File: src/rtl/grf_wb_queue.sv
`default_nettype none
// ============================================================================
//  Module   : grf_wb_queue
//  Purpose  : Write-back queue in front of the GRF write port. Buffers
//             register-write requests (address, data, PC) from the W stage in
//             an in-order circular FIFO. Issues at most one GRF write per
//             cycle while drain_en_i allows it. Reports whether a queued write
//             targets either of two probe addresses, for hazard detection.
//
//  Ports    :
//    clk_i         system clock; all state changes on the rising edge
//    reset_i       synchronous active-low reset
//    in_valid_i    write request present
//    in_ready_o    queue can accept a request this cycle
//    in_addr_i     destination register number (writes to $0 are dropped)
//    in_data_i     write data
//    in_pc_i       PC of the producing instruction
//    drain_en_i    GRF write port available this cycle
//    flush_i       discard queued and concurrently offered requests
//    grf_we_o      GRF write enable
//    grf_a3_o      GRF write address
//    grf_wd_o      GRF write data
//    grf_wpc_o     PC reported with the write
//    chk_addr1_i   first probe address
//    chk_addr2_i   second probe address
//    chk_hit1_o    a queued entry targets chk_addr1_i
//    chk_hit2_o    a queued entry targets chk_addr2_i
//    count_o       number of occupied entries
//
//  Revision : 1.0 - initial release
// ============================================================================
module grf_wb_queue #(
   parameter int DEPTH = 4
) (
   input  logic                       clk_i,
   input  logic                       reset_i,
   input  logic                       in_valid_i,
   output logic                       in_ready_o,
   input  logic [4:0]                 in_addr_i,
   input  logic [31:0]                in_data_i,
   input  logic [31:0]                in_pc_i,
   input  logic                       drain_en_i,
   input  logic                       flush_i,
   output logic                       grf_we_o,
   output logic [4:0]                 grf_a3_o,
   output logic [31:0]                grf_wd_o,
   output logic [31:0]                grf_wpc_o,
   input  logic [4:0]                 chk_addr1_i,
   input  logic [4:0]                 chk_addr2_i,
   output logic                       chk_hit1_o,
   output logic                       chk_hit2_o,
   output logic [$clog2(DEPTH):0]     count_o
);

   localparam int AW = $clog2(DEPTH);
   localparam int CW = AW + 1;

   localparam logic [AW-1:0] c_PTR_ONE = AW'(1);
   localparam logic [CW-1:0] c_CNT_ONE = CW'(1);
   localparam logic [CW-1:0] c_CNT_MAX = CW'(DEPTH);

   // ------------------------------------------------------------------------
   // State
   // ------------------------------------------------------------------------
   logic [4:0]    addr_q [DEPTH];
   logic [31:0]   data_q [DEPTH];
   logic [31:0]   pc_q   [DEPTH];

   logic [AW-1:0] head_q, head_d;
   logic [AW-1:0] tail_q, tail_d;
   logic [CW-1:0] count_q, count_d;

   // ------------------------------------------------------------------------
   // Handshake and pop decisions
   // ------------------------------------------------------------------------
   logic w_accept;
   logic w_push;
   logic w_pop;
   logic w_nonempty;

   assign w_nonempty = (count_q != '0);

   // Readiness looks only at current occupancy, never at a same-cycle pop,
   // so a full queue refuses a push even while it is draining.
   assign in_ready_o = (count_q < c_CNT_MAX) && !flush_i;
   assign w_accept   = in_valid_i && in_ready_o;

   // Writes to $0 complete the handshake but are never stored.
   assign w_push     = w_accept && (in_addr_i != 5'd0);
   assign w_pop      = w_nonempty && drain_en_i && !flush_i;

   // ------------------------------------------------------------------------
   // Next-state for pointers and occupancy
   // ------------------------------------------------------------------------
   always_comb begin
      head_d  = head_q;
      tail_d  = tail_q;
      count_d = count_q;
      if (flush_i) begin
         head_d  = '0;
         tail_d  = '0;
         count_d = '0;
      end else begin
         if (w_push) begin
            tail_d = tail_q + c_PTR_ONE;
         end
         if (w_pop) begin
            head_d = head_q + c_PTR_ONE;
         end
         case ({w_push, w_pop})
            2'b10:   count_d = count_q + c_CNT_ONE;
            2'b01:   count_d = count_q - c_CNT_ONE;
            default: count_d = count_q;
         endcase
      end
   end

   // ------------------------------------------------------------------------
   // Registers
   // ------------------------------------------------------------------------
   always_ff @(posedge clk_i) begin
      if (!reset_i) begin
         head_q  <= '0;
         tail_q  <= '0;
         count_q <= '0;
      end else begin
         head_q  <= head_d;
         tail_q  <= tail_d;
         count_q <= count_d;
      end
   end

   always_ff @(posedge clk_i) begin
      if (!reset_i) begin
         for (int i = 0; i < DEPTH; i++) begin
            addr_q[i] <= '0;
            data_q[i] <= '0;
            pc_q[i]   <= '0;
         end
      end else if (w_push) begin
         addr_q[tail_q] <= in_addr_i;
         data_q[tail_q] <= in_data_i;
         pc_q[tail_q]   <= in_pc_i;
      end
   end

   // ------------------------------------------------------------------------
   // GRF write port: head entry, forced to zero while the queue is empty
   // ------------------------------------------------------------------------
   assign grf_we_o  = w_pop;
   assign grf_a3_o  = w_nonempty ? addr_q[head_q] : 5'd0;
   assign grf_wd_o  = w_nonempty ? data_q[head_q] : 32'd0;
   assign grf_wpc_o = w_nonempty ? pc_q[head_q]   : 32'd0;
   assign count_o   = count_q;

   // ------------------------------------------------------------------------
   // Hazard probes over occupied entries only
   // ------------------------------------------------------------------------
   logic [DEPTH-1:0] w_hit1;
   logic [DEPTH-1:0] w_hit2;

   for (genvar g = 0; g < DEPTH; g++) begin : g_probe
      logic [AW-1:0] w_off;
      logic          w_occ;

      // Distance from the head, modulo DEPTH; the slot is live when that
      // distance is below the occupancy.
      assign w_off     = AW'(g) - head_q;
      assign w_occ     = ({1'b0, w_off} < count_q);
      assign w_hit1[g] = w_occ && (addr_q[g] == chk_addr1_i);
      assign w_hit2[g] = w_occ && (addr_q[g] == chk_addr2_i);
   end

   assign chk_hit1_o = (chk_addr1_i != 5'd0) && (|w_hit1);
   assign chk_hit2_o = (chk_addr2_i != 5'd0) && (|w_hit2);

endmodule
`default_nettype wire

File: config.mk
export PLATFORM = sky130hd
export DESIGN_NAME = grf_wb_queue
export DESIGN_NICKNAME = d
export VERILOG_FILES = /design/src/rtl/grf_wb_queue.sv
export SDC_FILE = /design/constraint.sdc
export NUM_CORES = 1
export LEC_CHECK = 0
export CORE_AREA = 10 10 174 176
export CTS_CLUSTER_DIAMETER = 40
export DETAILED_ROUTE_END_ITERATION = 7
export DIE_AREA = 0 0 184 186
export GPL_ROUTABILITY_DRIVEN = 0
export PLACE_DENSITY = 0.83
export SLEW_MARGIN = 10
export SYNTH_ARGS = -nofsm -noshare
export SYNTH_HDL_FRONTEND = slang
export SYNTH_SLANG_ARGS = --single-unit
File: constraint.sdc
create_clock -name clk_i -period 8.7 [get_ports clk_i]
set_clock_uncertainty 0.1 [all_clocks]
set_input_delay 2.175 -clock clk_i [delete_from_list [all_inputs] [get_ports clk_i]]
set_output_delay 2.175 -clock clk_i [all_outputs]
set_load 0.005 [all_outputs]
Word-level counts from Yosys, hierarchy flattened:

Memory sizes are Yosys's and may differ from the RTL's. A register that Yosys moved wholly into a read port is not among the register bits.
Cells that the tools add are included.
W data, S select, Z words.

* order comparisons: 5
* mux-type cells: 23
* equality and inequality tests: 10
* bitwise gates (word level): 1
* reduce and logical (&&, ||, !) cells: 27
* add/sub/neg operators: 8

Operators with widths (count)
* $mux W32: 4
* $reduce_or A32 Y1: 2
* $eq A5 B5 Y1: 8
* $mux W2: 9
* $logic_and A1 B1 Y1: 15
* $reduce_bool A5 Y1: 3
* $lt A2 B3 Y1: 4
* $mux W5: 2
* $reduce_or A4 Y1: 2
* $mux W1: 7
* $pmux W3 S2: 1
* $reduce_or A5 Y1: 1
* $add A2 B1 Y2 const B: 2
* $sub A1 B2 Y2 const A: 2
* $sub A2 B2 Y2 const A: 2
* $add A3 B1 Y3 const B: 1
* $lt A3 B3 Y1 const B: 1
* $reduce_bool A3 Y1: 1
* $sub A3 B1 Y3 const B: 1
* $eq A2 B1 Y1 const B: 1
* $eq A2 B2 Y1 const B: 1
* $reduce_bool A2 Y1: 1
* $reduce_or A2 Y1: 1
* $logic_not A1 Y1: 1
* $not A1 Y1: 1

* output and inout port bits: 76
* memories: 3
* RAM bits: 276
* word-level logic and storage cells: 80
* flip-flop bits (word level): 7

Memory list
* data_q: depth 4, width 32, rd ports 1, clocked after memory_dff 1, wr ports 4, line 66 `logic [31:0] data_q [DEPTH];`
* pc_q: depth 4, width 32, rd ports 1, clocked after memory_dff 1, wr ports 4, line 67 `logic [31:0] pc_q [DEPTH];`
* addr_q: depth 4, width 5, rd ports 5, clocked after memory_dff 1, wr ports 4, line 65 `logic [4:0] addr_q [DEPTH];`

Longest topological paths before layout:

* depth after elaboration: 9
* depth in mapped cells: 11
* depth with buffers taken out: 9

Worst setup path before layout:

Ideal clock, no wire load.

* kind: input port to flip-flop
* from: input flush_i
* to: memory addr_q[0][0] (enable)
* setup slack: 145 ps
* arrival time: 7857 ps
* required time: 8002 ps
* library setup time: 598 ps
* stages: 5
* path through: nor2_1 o211a_1 buf_2 inv_1 o31ai_1

RTL lines
* from (decl): line 43 `input logic flush_i,`
* to (decl): line 65

Worst setup path in the final report:

* from: input chk_addr2_i[3]
* to: output chk_hit2_o

* word-level cells in the longest chain between the ends: 4

RTL lines
* from (decl): line 49 `input logic [4:0] chk_addr2_i,`
* $eq A5 B5 Y1: line 171 `assign w_hit2[g] = w_occ && (addr_q[g] == chk_addr2_i);`
* $logic_and A1 B1 Y1: line 171
* $reduce_or A4 Y1: line 175 `assign chk_hit2_o = (chk_addr2_i != 5'd0) && (|w_hit2);`
* $logic_and A1 B1 Y1 *: line 175
* to (decl): line 51 `output logic chk_hit2_o,`

Mark *: on every way between the ends. The rest lies on a longest branch, timed or not.

==> impl_results.md <==
* Status: completed
* Vias per std cell at between 5 and 6
* Met1 wire length at around 12 mm
* GRT Util Overall at 0.181
* CTS root buffer: clkbuf_16
* Fin cells at ~1400
* Sequential area share after synthesis at 0.632
* CTS tree: done
* Synth top area share at 0.619
* Slew Limit Fails at 0
* Final setup viols at 0
* Mean Syn Cell Area at approximately 15 um^2
* Hpwl dp at 18.2 mm
* H-tree Lvls at 2
* Main combinational cell family by area after synthesis: simple AND/OR/NAND/NOR gates
* WP buf/inv at 2
* I/O pin count at 160
* Routed via count at about 7800
* Fillers at between 1500 and 2000
* Hold-fix buffers, CTS at 0
* Max Fclk at around 160 MHz
* First-pass GRT wire length at 47.9 mm
* CTS Buf Count at 35
* Area of the multi-input gates at 0.00464 mm^2
* Remaining DRCs at 0
* Core area at roughly 0.027 mm^2
* Critical path, cell by cell: clkdlybuf4s50_1, xnor2_1, nand3_1, nor4_1, nor4_1, a21oi_1, clkdlybuf4s50_1
* CP delay by family, top: buffers and inverters
* CTS sink cnt at 285
* Hold slack at ~0.5 ns
* Hold Fails Final Rpt at 0
* Mux share of post-synthesis cell area at 0.116
* CTS clk-pin slew, worst paths at 0.05 ns
* Mapped Area at around 0.013 mm^2
* Post-synth EDFFs at between 200 and 300
* Worst hold-check path type: flip-flop to flip-flop
* Crit end category: output port
* YS warnings at 0
* Slowest stage cell, crit path: clkdlybuf4s50_1
* Met2 routed wirelength at around 16 mm
* IO buf count at 159
* Final net count at roughly 1100
* Max clock buf depth at 3
* Ys flop type: edfxtp_1
* First-pass iteration count of the detailed router at 5
* Post-synthesis simple-gate area fraction at 0.181
* Post-route minimum period at 6.44 ns
* Die Wd at 184 um
* Global route overflow at 0
* DIE AREA at 0.0342 mm^2
* Setup TNS at 0 ns
* #FFs+latches synth at around 290
* P_leak at 6.00 nW
* Synthesized net count at between 900 and 1000
* WP data required at between 6 and 7 ns
* Post-route ant nets at 0
* Register area at about 0.0085 mm^2
* Most area-consuming cells after synthesis: edfxtp_1 (62%), and2_1 (13%), mux4_2 (12%), and3_1 (3.2%), xnor2_1 (1.8%)
* Max-Cap Viols at 0
* Adder-cell share of the synthesized area at 0.00617
* Crit path kind: primary input to output port
* WL/cell at 22.1 um
* Top Metal Used: met4
* Crit-path max FO at 5
* Initial antenna violation count at 0
* Resize count post-CTS at 0
* Total Wirelength at 30.9 mm
* Synth Area in Compound Gates at 0.00729
* Placed cell count at about 1300
* Met3 wire len at 2.14 mm
* Unrepaired setup endpoints after global routing: no
* Worst vdd ir at 0.124 mV
* Critical path arrival at about 4.2 ns
* Initial drt markers at about 580
* Slew HR at 0.258
* Type of origin of the critical path: primary input
* Rows at 60
* Post-CTS setup buffer count at 0
* Worst-Skew Late Latency at approximately 0.49 ns
* Cells after synthesis at between 800 and 900
* Area grow syn2layout at 22.1%
* Number of diodes at 0
* Die Y at approximately 190 um
* Layout cells sized above 1 at 0.139
* Synth unique cells at 33
* Top cells by count, synth: and2_1 (276), edfxtp_1 (276), and3_1 (69), mux4_2 (69), clkbuf_1 (55)
* Vias in the first global route at 8581
* Post-synthesis xor/xnor area fraction at 0.0307
* Least-Margin Pin Slew at 1.11 ns
* Fin crit share at 0.741
* FFs w/ async S/R, synth at 0
* Critical path's largest stage delay at 0.64 ns
* Largest net degree at the start of global routing at 75
* Pwr dens at between 150 and 200 mW/mm^2
* Post-synthesis cell type with the largest combined area: edfxtp_1
* Initial core utilization at 0.501
## layout make-up
class | instances | area share
clock buffers | 41 | 0.0563
flip-flops and latches | 285 | 0.519
clock inverters | 21 | 0.0100
repair buffers | 171 | 0.103
inverters | 8 | 0.00184
well taps | 341 | 0.0261
multi-input cells | 531 | 0.284
## where the power goes
group	switching [W]	total (W)	internal, W
Sequential	0.0000238	0.00159	0.00157
Clock	0.000549	0.00134	0.000793
Combinational	0.000108	0.000213	0.000106
## per-stage QoR
stage | area, um^2 | power, W | utilization | setup WS [ns]
3_3_place_gp | 15300 | 0.00183 | 0.571 | 2.36
3_5_place_dp | 15300 | 0.00184 | 0.571 | 2.31
6_report | 16300 | 0.00315 | 0.612 | 2.26
4_1_cts | 16300 | 0.00317 | 0.612 | 2.30
2_1_floorplan | 13400 | 0.00173 | - | 0.145
5_1_grt | 16300 | 0.00325 | 0.612 | 2.15
## cell families (layout without fill, tap and decap cells)
| group | after synthesis | in the layout |
|---|---|---|
| XOR/XNOR | 47 | 47 |
| adder cells (fa/ha/maj) | 6 | 6 |
| multiplexers | 69 | 69 |
| AO/OA/AOI/OAI | 15 | 15 |
| flip-flops | 285 | 285 |
| AND/OR/NAND/NOR | 394 | 394 |
| buffers and inverters | 81 | 241 |
## worst min-delay path: cells and delay by family (launching register included)
family | cells | cell delay [ns]
flops | 1 | 0.35
compound gates | 1 | 0.16
simple gates | 1 | 0.04
## final timing paths
path | start | to | slack [ns] | cells after the start
min | count_o[1]$_SDFFE_PP0P_ | count_o[1]$_SDFFE_PP0P_ | 0.51 | 2
max | chk_addr2_i[3] | chk_hit2_o | 2.26 | 7
max reg2reg | count_o[2]$_SDFFE_PP0P_ | data_q[1][26]$_SDFFCE_PN0P_ | 4.94 | 5
min reg2reg | count_o[1]$_SDFFE_PP0P_ | count_o[1]$_SDFFE_PP0P_ | 0.51 | 2
## sequential cells by signal, indices dropped and copies added (netlist names), named ones only
name / flops
addr_q: 20
count_o: 3
data_q: 128
head_q: 2
pc_q: 128
tail_q: 2
## layer usage
| layer | global-route usage | vias to the layer above |
|---|---|---|
| met5 | 0 | - |
| met2 | 0.320 | 295 |
| met1 | 0.221 | 3894 |
| li1 | - | 3546 |
| met4 | 0.0528 | 0 |
| met3 | 0.0343 | 46 |
## layout by cell type (no fill, tap or decap), drive strengths merged, types with 2 or more instances in the layout
master / synthesis / final
and2: 276 / 276
edfxtp: 276 / 276
clkdlybuf4s50: 0 / 158
mux4: 69 / 69
and3: 69 / 69
clkbuf: 55 / 41
xnor2: 27 / 27
xor2: 20 / 20
nor2: 13 / 13
buf: 18 / 13
inv: 8 / 11
clkinv: 0 / 11
nand3: 10 / 10
nor4: 10 / 10
dfxtp: 9 / 9
clkinvlp: 0 / 6
a21oi: 5 / 5
ha: 5 / 5
nand2b: 4 / 4
nand2: 4 / 4
o21ai: 3 / 3
nor3: 3 / 3
o22ai: 2 / 2
o21ba: 2 / 2
or3: 2 / 2
Power figures use the tool's default switching activity.
